[config.mk]
export PLATFORM = sky130hd
export DESIGN_NAME = door_lock_supervisor
export DESIGN_NICKNAME = d
export VERILOG_FILES = /design/src/rtl/door_lock_supervisor.sv
export SDC_FILE = /design/constraint.sdc
export NUM_CORES = 1
export LEC_CHECK = 0
export CORE_UTILIZATION = 59
export CTS_CLUSTER_SIZE = 8
export DETAILED_ROUTE_END_ITERATION = 10
export PLACE_DENSITY = 0.8
export SLEW_MARGIN = 15
export SYNTH_ARGS = -nofsm -noshare
export SYNTH_HDL_FRONTEND = slang
export SYNTH_SLANG_ARGS = --single-unit
[constraint.sdc]
create_clock -name clk -period 2.9 [get_ports clk]
set_input_delay 0.58 -clock clk [delete_from_list [all_inputs] [get_ports clk]]
set_output_delay 0.58 -clock clk [all_outputs]
set_load 0.01 [all_outputs]
[src/rtl/door_lock_supervisor.sv]
// door_lock_supervisor: conditions three raw pushbuttons into single-cycle key
// strobes for the lock core, counts presses per attempt, collects the core's
// verdict, and sequences the unlock hold window and the repeated-failure lockout.
module door_lock_supervisor #(
    parameter int CODE_LEN       = 5,
    parameter int KEY_TIMEOUT    = 50000000,
    parameter int RESULT_TIMEOUT = 4,
    parameter int MAX_FAILS      = 3,
    parameter int UNLOCK_CYCLES  = 150000000,
    parameter int LOCKOUT_CYCLES = 500000000
) (
    input  logic       clk,
    input  logic       reset,
    input  logic [2:0] btn,
    output logic       key_valid,
    output logic [1:0] key_code,
    output logic       core_clear,
    input  logic       core_pass,
    input  logic       core_fail,
    output logic       unlocked,
    output logic       locked_out,
    output logic [1:0] fail_count,
    output logic [2:0] press_count
);

    // The one shared timer must cover the longest interval any state measures.
    localparam int MAX_KR = (KEY_TIMEOUT > RESULT_TIMEOUT) ? KEY_TIMEOUT : RESULT_TIMEOUT;
    localparam int MAX_UL = (UNLOCK_CYCLES > LOCKOUT_CYCLES) ? UNLOCK_CYCLES : LOCKOUT_CYCLES;
    localparam int MAX_T  = (MAX_KR > MAX_UL) ? MAX_KR : MAX_UL;
    localparam int TW     = $clog2(MAX_T + 1);

    // Terminal counts: the timer starts at 0 on state entry, so an interval of
    // N cycles ends in the cycle where the timer holds N-1.
    localparam logic [TW-1:0] KEY_LAST    = TW'(KEY_TIMEOUT - 1);
    localparam logic [TW-1:0] RESULT_LAST = TW'(RESULT_TIMEOUT - 1);
    localparam logic [TW-1:0] UNLOCK_LAST = TW'(UNLOCK_CYCLES - 1);
    localparam logic [TW-1:0] LOCK_LAST   = TW'(LOCKOUT_CYCLES - 1);
    localparam logic [2:0]    CODE_LEN_W  = 3'(CODE_LEN);
    localparam logic [1:0]    MAX_FAILS_W = 2'(MAX_FAILS);

    typedef enum logic [2:0] {
        IDLE,
        ENTRY,
        VERDICT,
        UNLOCK,
        LOCKOUT
    } state_t;

    state_t        state, state_next;
    logic [TW-1:0] timer, timer_next;

    logic [2:0] sync_meta, sync_stable, sync_hist;
    logic [2:0] rise;
    logic       press_ok;
    logic [1:0] press_idx;
    logic [2:0] press_inc;
    logic [1:0] fail_inc;

    logic       key_valid_next;
    logic [1:0] key_code_next;
    logic       core_clear_next;
    logic       unlocked_next;
    logic       locked_out_next;
    logic [1:0] fail_count_next;
    logic [2:0] press_count_next;

    // Two-flop synchronizer plus a history flop for rising-edge detection.
    always_ff @(posedge clk or posedge reset) begin
        if (reset) begin
            sync_meta   <= '0;
            sync_stable <= '0;
            sync_hist   <= '0;
        end else begin
            sync_meta   <= btn;
            sync_stable <= sync_meta;
            sync_hist   <= sync_stable;
        end
    end

    // A press counts only when exactly one button rose and no other is held.
    always_comb begin
        rise      = sync_stable & ~sync_hist;
        press_ok  = (rise != 3'b000) && ((rise & (rise - 3'd1)) == 3'b000)
                    && ((sync_stable & ~rise) == 3'b000);
        press_idx = rise[0] ? 2'd0 : (rise[1] ? 2'd1 : 2'd2);
        press_inc = press_count + 3'd1;
        fail_inc  = fail_count + 2'd1;
    end

    // Next-state and next-output decode for the attempt sequencer.
    always_comb begin
        // NOTE: every target gets a default here so no path leaves one unassigned (no latches).
        state_next       = state;
        timer_next       = timer + TW'(1);
        key_valid_next   = 1'b0;
        key_code_next    = 2'd0;
        core_clear_next  = 1'b0;
        unlocked_next    = unlocked;
        locked_out_next  = locked_out;
        fail_count_next  = fail_count;
        press_count_next = press_count;

        case (state)
            IDLE: begin
                timer_next = '0;
                if (press_ok) begin
                    key_valid_next   = 1'b1;
                    key_code_next    = press_idx;
                    press_count_next = 3'd1;
                    state_next       = (CODE_LEN_W == 3'd1) ? VERDICT : ENTRY;
                end
            end
            ENTRY: begin
                if (press_ok) begin
                    key_valid_next   = 1'b1;
                    key_code_next    = press_idx;
                    press_count_next = press_inc;
                    timer_next       = '0;
                    if (press_inc == CODE_LEN_W) begin
                        state_next = VERDICT;
                    end
                end else if (timer == KEY_LAST) begin
                    // Abandoned attempt: flush the core but do not count a failure.
                    core_clear_next  = 1'b1;
                    press_count_next = 3'd0;
                    state_next       = IDLE;
                end
            end
            VERDICT: begin
                if (core_pass && !core_fail) begin
                    unlocked_next    = 1'b1;
                    fail_count_next  = 2'd0;
                    press_count_next = 3'd0;
                    state_next       = UNLOCK;
                end else if (core_fail || timer == RESULT_LAST) begin
                    // A silent core is cleared and charged as a failure; a
                    // contradictory pass+fail is charged as a failure too.
                    core_clear_next  = !core_pass && !core_fail;
                    press_count_next = 3'd0;
                    fail_count_next  = fail_inc;
                    if (fail_inc == MAX_FAILS_W) begin
                        locked_out_next = 1'b1;
                        state_next      = LOCKOUT;
                    end else begin
                        state_next = IDLE;
                    end
                end
            end
            UNLOCK: begin
                if (timer == UNLOCK_LAST) begin
                    unlocked_next = 1'b0;
                    state_next    = IDLE;
                end
            end
            LOCKOUT: begin
                if (timer == LOCK_LAST) begin
                    locked_out_next = 1'b0;
                    fail_count_next = 2'd0;
                    core_clear_next = 1'b1;
                    state_next      = IDLE;
                end
            end
            default: begin
                state_next = IDLE;
            end
        endcase

        // Every state entry restarts the shared timer.
        if (state_next != state) begin
            timer_next = '0;
        end
    end

    // State, timer and all outputs are registered together.
    always_ff @(posedge clk or posedge reset) begin
        if (reset) begin
            state       <= IDLE;
            timer       <= '0;
            key_valid   <= 1'b0;
            key_code    <= 2'd0;
            core_clear  <= 1'b0;
            unlocked    <= 1'b0;
            locked_out  <= 1'b0;
            fail_count  <= 2'd0;
            press_count <= 3'd0;
        end else begin
            // NOTE: non-blocking so every register samples pre-edge values.
            state       <= state_next;
            timer       <= timer_next;
            key_valid   <= key_valid_next;
            key_code    <= key_code_next;
            core_clear  <= core_clear_next;
            unlocked    <= unlocked_next;
            locked_out  <= locked_out_next;
            fail_count  <= fail_count_next;
            press_count <= press_count_next;
        end
    end

endmodule

==> impl_metrics.env, run 1 <==
export IMPL_multi_input_area_mm2=0.00135
export IMPL_hold_ws_ps=359
export IMPL_clock_root_buffer="clkbuf_8"
export IMPL_post_route_period_util=0.928
export IMPL_grt_total_usage=0.261
export IMPL_required_ps=3100
export IMPL_grt_max_degree=31
export IMPL_clk_pin_slew_ps=100
export IMPL_start_util=0.625
export IMPL_max_slew_margin=0.398
export IMPL_num_rows=24
export IMPL_min_period_ps=2690
export IMPL_drive_above_1_share=0.0769
export IMPL_clock_latency_ps=310
export IMPL_gp_congestion=0.921
export IMPL_postCtsHoldBufs=0
export IMPL_ys_seq_elements=52
export IMPL_synth_seq_area_share=0.472
export IMPL_hold_violations=0
export IMPL_clk_path_buf_depth=2
export IMPL_wl_per_cell_um=16.8
export IMPL_routed_wl_um=5900
export IMPL_hold_depth=0
export IMPL_portBuffers=17
export IMPL_postCtsSetupRepairBufs=0
export IMPL_ioPinCount=18
export IMPL_tightest_slew_ps=896
export IMPL_yosysWarnings=0
export IMPL_clkSinkCount=52
export IMPL_fin_skew_ps=11.6
export IMPL_synth_main_ff_cell="dfrtp_1"
export IMPL_ant_nets=0
export IMPL_path_class="register to register"
export IMPL_fin_nets=309
export IMPL_maxCapViolCount=0
export IMPL_synth_compound_area_frac=0.0812
export IMPL_powerDensity_mw_per_mm2=628
export IMPL_n_antenna_cell=0
export IMPL_finalSetupViolCount=0
export IMPL_antenna_found_initial=0
export IMPL_crit_arrival_ps=2900
export IMPL_cp_slowest_stage_delay_ps=570
export IMPL_async_reset_ff_frac=1.00
export IMPL_cts_buffers_inserted=5
export IMPL_synthSimpleGateAreaFrac=0.296
export IMPL_grt_overflow=0
export IMPL_fp_dieH_um=70.4
export IMPL_layout_commonest_cell="dfrtp_1"
export IMPL_via_count=2203
export IMPL_path_cells="or4_4 > or3_4 > nor4_2 > o221ai_1 > nand2_2 > buf_4 > nor3_1"
export IMPL_drc=0
export IMPL_worstSetupEndpointType="register"
export IMPL_grt_pass1_wl_um=10100
export IMPL_seq_area_mm2=0.00130
export IMPL_fmax_mhz=372
export IMPL_synth_top_family_by_area="simple AND/OR/NAND/NOR gates"
export IMPL_maxSlewViolCount=0
export IMPL_dieArea_mm2=0.00495
export IMPL_r2r_cells=7
export IMPL_die_w_um=70.4
export IMPL_area_delta_synth_final_pct=12.3
export IMPL_synthXorXnorAreaFrac=0.0889
export IMPL_hold_path_class="register to register"
export IMPL_rsz0062_at_grt="false"
export IMPL_first_iter_violations=148
export IMPL_coreArea_mm2=0.00441
export IMPL_grt_pass1_vias=2086
export IMPL_syn_num_nets=294
export IMPL_synth_mux_area_frac=0
export IMPL_fill_cells=358
export IMPL_peakVddDrop_v=0.000355
export IMPL_synth_edf_count=0
export IMPL_cts_resized=0
export IMPL_htree_levels=2
export IMPL_critical_path_slowest_cell="or4_4"
export IMPL_setup_tns_ps=0
export IMPL_vias_per_cell=6.28
export IMPL_syn_area_mm2=0.00276
export IMPL_yosysUniqueCellTypes=50
export IMPL_drtPass1Iterations=4
export IMPL_avgSynthCellArea_um2=9.75
export IMPL_layout_common_cells="dfrtp_1 (52), nor3_1 (33), xor2_1 (21), nand3_1 (17), clkdlybuf4s50_1 (17)"
export IMPL_synthAdderAreaFrac=0.0181
export IMPL_cp_max_fo=11
export IMPL_syn_inst=283
export IMPL_cts_tree="done"
export IMPL_dp_hpwl_um=4110
export IMPL_start_kind="register"
export IMPL_leakagePower_nw=1.29
export IMPL_status="finished clean"
==> worst max-delay path, delay by kind of cell (launching register included) <==
kind / cells / cell delay, ps
DFF: 1 / 460
buffers and inverters: 1 / 220
and+or+nand+nor: 5 / 1680
AOI/OAI and AO/OA: 1 / 230
==> state kept, by name, indices dropped and copies added, names as in the netlist <==
name and cells:
fail_count 2, sync_stable 3, locked_out 1, sync_hist 3, press_count 3, sync_meta 3, key_valid 1, timer 29
state 3, unlocked 1, core_clear 1, key_code 2
==> routing by layer <==
metal | routed length, um | track usage | vias to the layer above | share of wire
met5 | 0 | 0 | - | 0
met4 | 93 | 0.0889 | 0 | 0.016
met3 | 225 | 0.0418 | 10 | 0.038
met2 | 2730 | 0.394 | 50 | 0.46
met1 | 2850 | 0.382 | 1062 | 0.48
li1 | - | - | 1081 | -
==> kinds of logic after synthesis <==
kind of cell / Yosys count
flops: 52
buf+inv: 27
xor+xnor: 28
fa+ha+maj: 4
simple gates: 141
compound gates: 31
==> area by class of cell <==
class	count	area share
timing repair buffer	25	0.0824
tap	52	0.0210
inverter	10	0.0121
multi-input combinational	204	0.434
clock inverter	3	0.00848
clock buffer	5	0.0222
sequential	52	0.420
==> Yosys cell counts (3+ instances only) <==
cell      instances  area (um2)
and3_1            6        37.5
clkbuf_1         12        45.0
nand3_1          17        85.1
nor2b_1           3        18.8
xnor2_1           7        61.3
buf_4             3        22.5
nand4_1          12        75.1
or4_1             4        30.0
nor3_1           33         165
and4_1            7        61.3
o21ai_0           3        15.0
a31oi_1           5        31.3
nor4b_1           5        43.8
nand2_1          14        52.6
a21oi_1           6        30.0
nor2_1           13        48.8
nor3b_1           3        22.5
xor2_1           21         184
inv_1            10        37.5
ha_1              4        50.1
nor4_1           10        62.6
dfrtp_1          52        1300
==> power by group <==
| group | internal (mW) | leakage (nW) | switching (mW) |
|---|---|---|---|
| registers | 0.789 | 0.689 | 0.0690 |
| clock network | 0.178 | 0.0491 | 0.261 |
| logic | 0.266 | 0.549 | 0.383 |
| total | 1.23 | 1.29 | 0.712 |
==> worst paths after layout <==
kind	endpoint	slack [ps]	from
setup / recovery	timer[25]	210	timer[16]
hold / removal	sync_stable[2]	360	sync_meta[2]
setup reg to reg	timer[25]	210	timer[16]
hold reg to reg	sync_stable[2]	360	sync_meta[2]
max in group asynchronous	timer[1]	1750	reset
min in group asynchronous	sync_meta[2]	600	reset
==> metrics by stage <==
| stage | utilization | cells | setup WS [ps] | cell area, um2 | total power [mW] |
|---|---|---|---|---|---|
| finish | 0.702 | 351 | 209 | 3100 | 1.95 |
| global placement | 0.681 | 343 | 297 | 3000 | 1.51 |
| global route | 0.702 | 351 | 74.5 | 3100 | 2.06 |
| detailed placement | 0.681 | 343 | 224 | 3000 | 1.52 |
| CTS | 0.702 | 351 | 201 | 3100 | 1.95 |
| floorplan | - | 283 | 379 | 2760 | 1.30 |
No activity file was read; power rests on OpenSTA's default activity.
==> run 2: changes to the inputs <==
- SETUP_SLACK_MARGIN: not set -> 0.5
==> impl_metrics.env, run 2 (synthesis results as in run 1) <==
export IMPL_clk_pin_slew_ps=100
export IMPL_n_antenna_cell=0
export IMPL_rsz0062_at_grt="true"
export IMPL_required_ps=3100
export IMPL_crit_arrival_ps=2720
export IMPL_layout_common_cells="dfrtp_1 (51), nor3_1 (33), xor2_1 (21), nand3_1 (17), clkdlybuf4s50_1 (17)"
export IMPL_post_route_period_util=0.866
export IMPL_dieArea_mm2=0.00495
export IMPL_multi_input_area_mm2=0.00138
export IMPL_start_kind="register"
export IMPL_layout_commonest_cell="dfrtp_1"
export IMPL_path_class="register to register"
export IMPL_p_int_mw=1.35
export IMPL_hold_ws_ps=359
export IMPL_powerDensity_mw_per_mm2=650
export IMPL_seq_power_share=0.407
export IMPL_largest_reg_flops=29
export IMPL_via_count=2389
export IMPL_coreArea_mm2=0.00441
export IMPL_fin_area_mm2=0.00324
export IMPL_finish_utilization=0.734
export IMPL_first_iter_violations=258
export IMPL_p_comb_frac=0.387
export IMPL_cp_max_fo=7
export IMPL_clock_root_buffer="clkbuf_8"
export IMPL_tightest_slew_ps=717
export IMPL_finalSetupViolCount=0
export IMPL_routed_wl_um=6360
export IMPL_cts_tree="done"
export IMPL_fp_dieH_um=70.4
export IMPL_min_period_ps=2510
export IMPL_worstSetupEndpointType="register"
export IMPL_cts_buffers_inserted=5
export IMPL_fmax_mhz=398
export IMPL_switching_power_uw=755
export IMPL_grt_pass1_vias=2089
export IMPL_max_slew_margin=0.519
export IMPL_portBuffers=17
export IMPL_drtPass1Iterations=7
export IMPL_hold_path_class="register to register"
export IMPL_placed_area_mm2=0.00299
export IMPL_wl_per_cell_um=17.7
export IMPL_fin_skew_ps=7.70
export IMPL_seq_area_mm2=0.00130
export IMPL_postCtsHoldBufs=0
export IMPL_drc=0
export IMPL_grt_pass1_wl_um=9800
export IMPL_clockPowerShare=0.206
export IMPL_p_sw_frac=0.358
export IMPL_htree_levels=2
export IMPL_drive_above_1_share=0.121
export IMPL_clkSinkCount=52
export IMPL_ioPinCount=18
export IMPL_grt_overflow=0
export IMPL_fin_nets=317
export IMPL_peakVddDrop_v=0.000448
export IMPL_ant_nets=0
export IMPL_start_util=0.625
export IMPL_setup_tns_ps=0
export IMPL_maxSlewViolCount=0
export IMPL_maxCapViolCount=0
export IMPL_regMostFlops="timer"
export IMPL_vias_per_cell=6.65
export IMPL_status="finished clean"
export IMPL_clock_latency_ps=310
export IMPL_clk_path_buf_depth=2
export IMPL_dp_hpwl_um=3830
export IMPL_grt_max_degree=53
export IMPL_fill_cells=301
export IMPL_leakagePower_nw=1.35
export IMPL_antenna_found_initial=0
export IMPL_hold_violations=0
export IMPL_grt_total_usage=0.250
export IMPL_area_delta_synth_final_pct=17.5
export IMPL_gp_congestion=0.910
export IMPL_die_w_um=70.4
export IMPL_num_rows=24
run 2: cell count changes in the layout (fill, tap and decap cells not counted), sizes merged:
cell,previous run,this run
buf,8,14
clkbuf,5,7
run 2: final timing paths:
kind / startpoint / end / slack [ps] / depth (start not counted)
max: timer[10] / timer[8] / 390 / 8
max reg2reg: timer[10] / timer[8] / 390 / 8
min: sync_meta[1] / sync_stable[1] / 360 / 0
min reg2reg: sync_meta[1] / sync_stable[1] / 360 / 0
min in group asynchronous: reset / timer[6] / 760 / 3
max in group asynchronous: reset / timer[16] / 1680 / 3
run 2: stage by stage:
step / total power [mW] / setup WS, ps / instances
6_report: 2.11 / 389 / 359
5_1_grt: 2.22 / 331 / 359
4_1_cts: 1.96 / 425 / 353
3_5_place_dp: 1.53 / 316 / 339
3_3_place_gp: 1.52 / 362 / 339
2_1_floorplan: 1.30 / 479 / 283
run 2: metal layers:
layer  vias to the layer above  GRT usage  share of wire
li1                       1087          -              -
met1                      1145      0.370           0.44
met2                       132      0.362           0.45
met3                        25     0.0491          0.084
met4                         0     0.0911          0.020
met5                         -          0              0
run 2: final cells by class:
| cell class | instances | area share |
|---|---|---|
| clock inverter | 3 | 0.00810 |
| tap | 52 | 0.0201 |
| sequential | 52 | 0.402 |
| inverter | 10 | 0.0116 |
| clock buffer | 5 | 0.0212 |
| multi-input combinational | 204 | 0.427 |
| timing repair buffer | 33 | 0.110 |
run 2: timing repair:
action,CTS,global route
resized for setup,3,4
setup buffers,6,3
endpoints found under the setup margin,34,32
cloned,0,3
pin swaps,1,0
run 2: worst max-delay path, cell delays in order, from the launching register on:
cell and delay (ps):
dfrtp_1 390, or4_4 550, or3_4 410, o31a_1 260, o21a_1 220, o31ai_4 180, buf_6 180, buf_6 150
nor3_1 70
run 2: power groups by stage:
stage	Sequential (mW)	Clock, mW	Combinational [mW]
2_1_floorplan	0.869	0	0.428
3_3_place_gp	0.872	0	0.648
3_5_place_dp	0.873	0	0.658
4_1_cts	0.859	0.444	0.660
5_1_grt	0.869	0.472	0.880
6_report	0.859	0.434	0.815
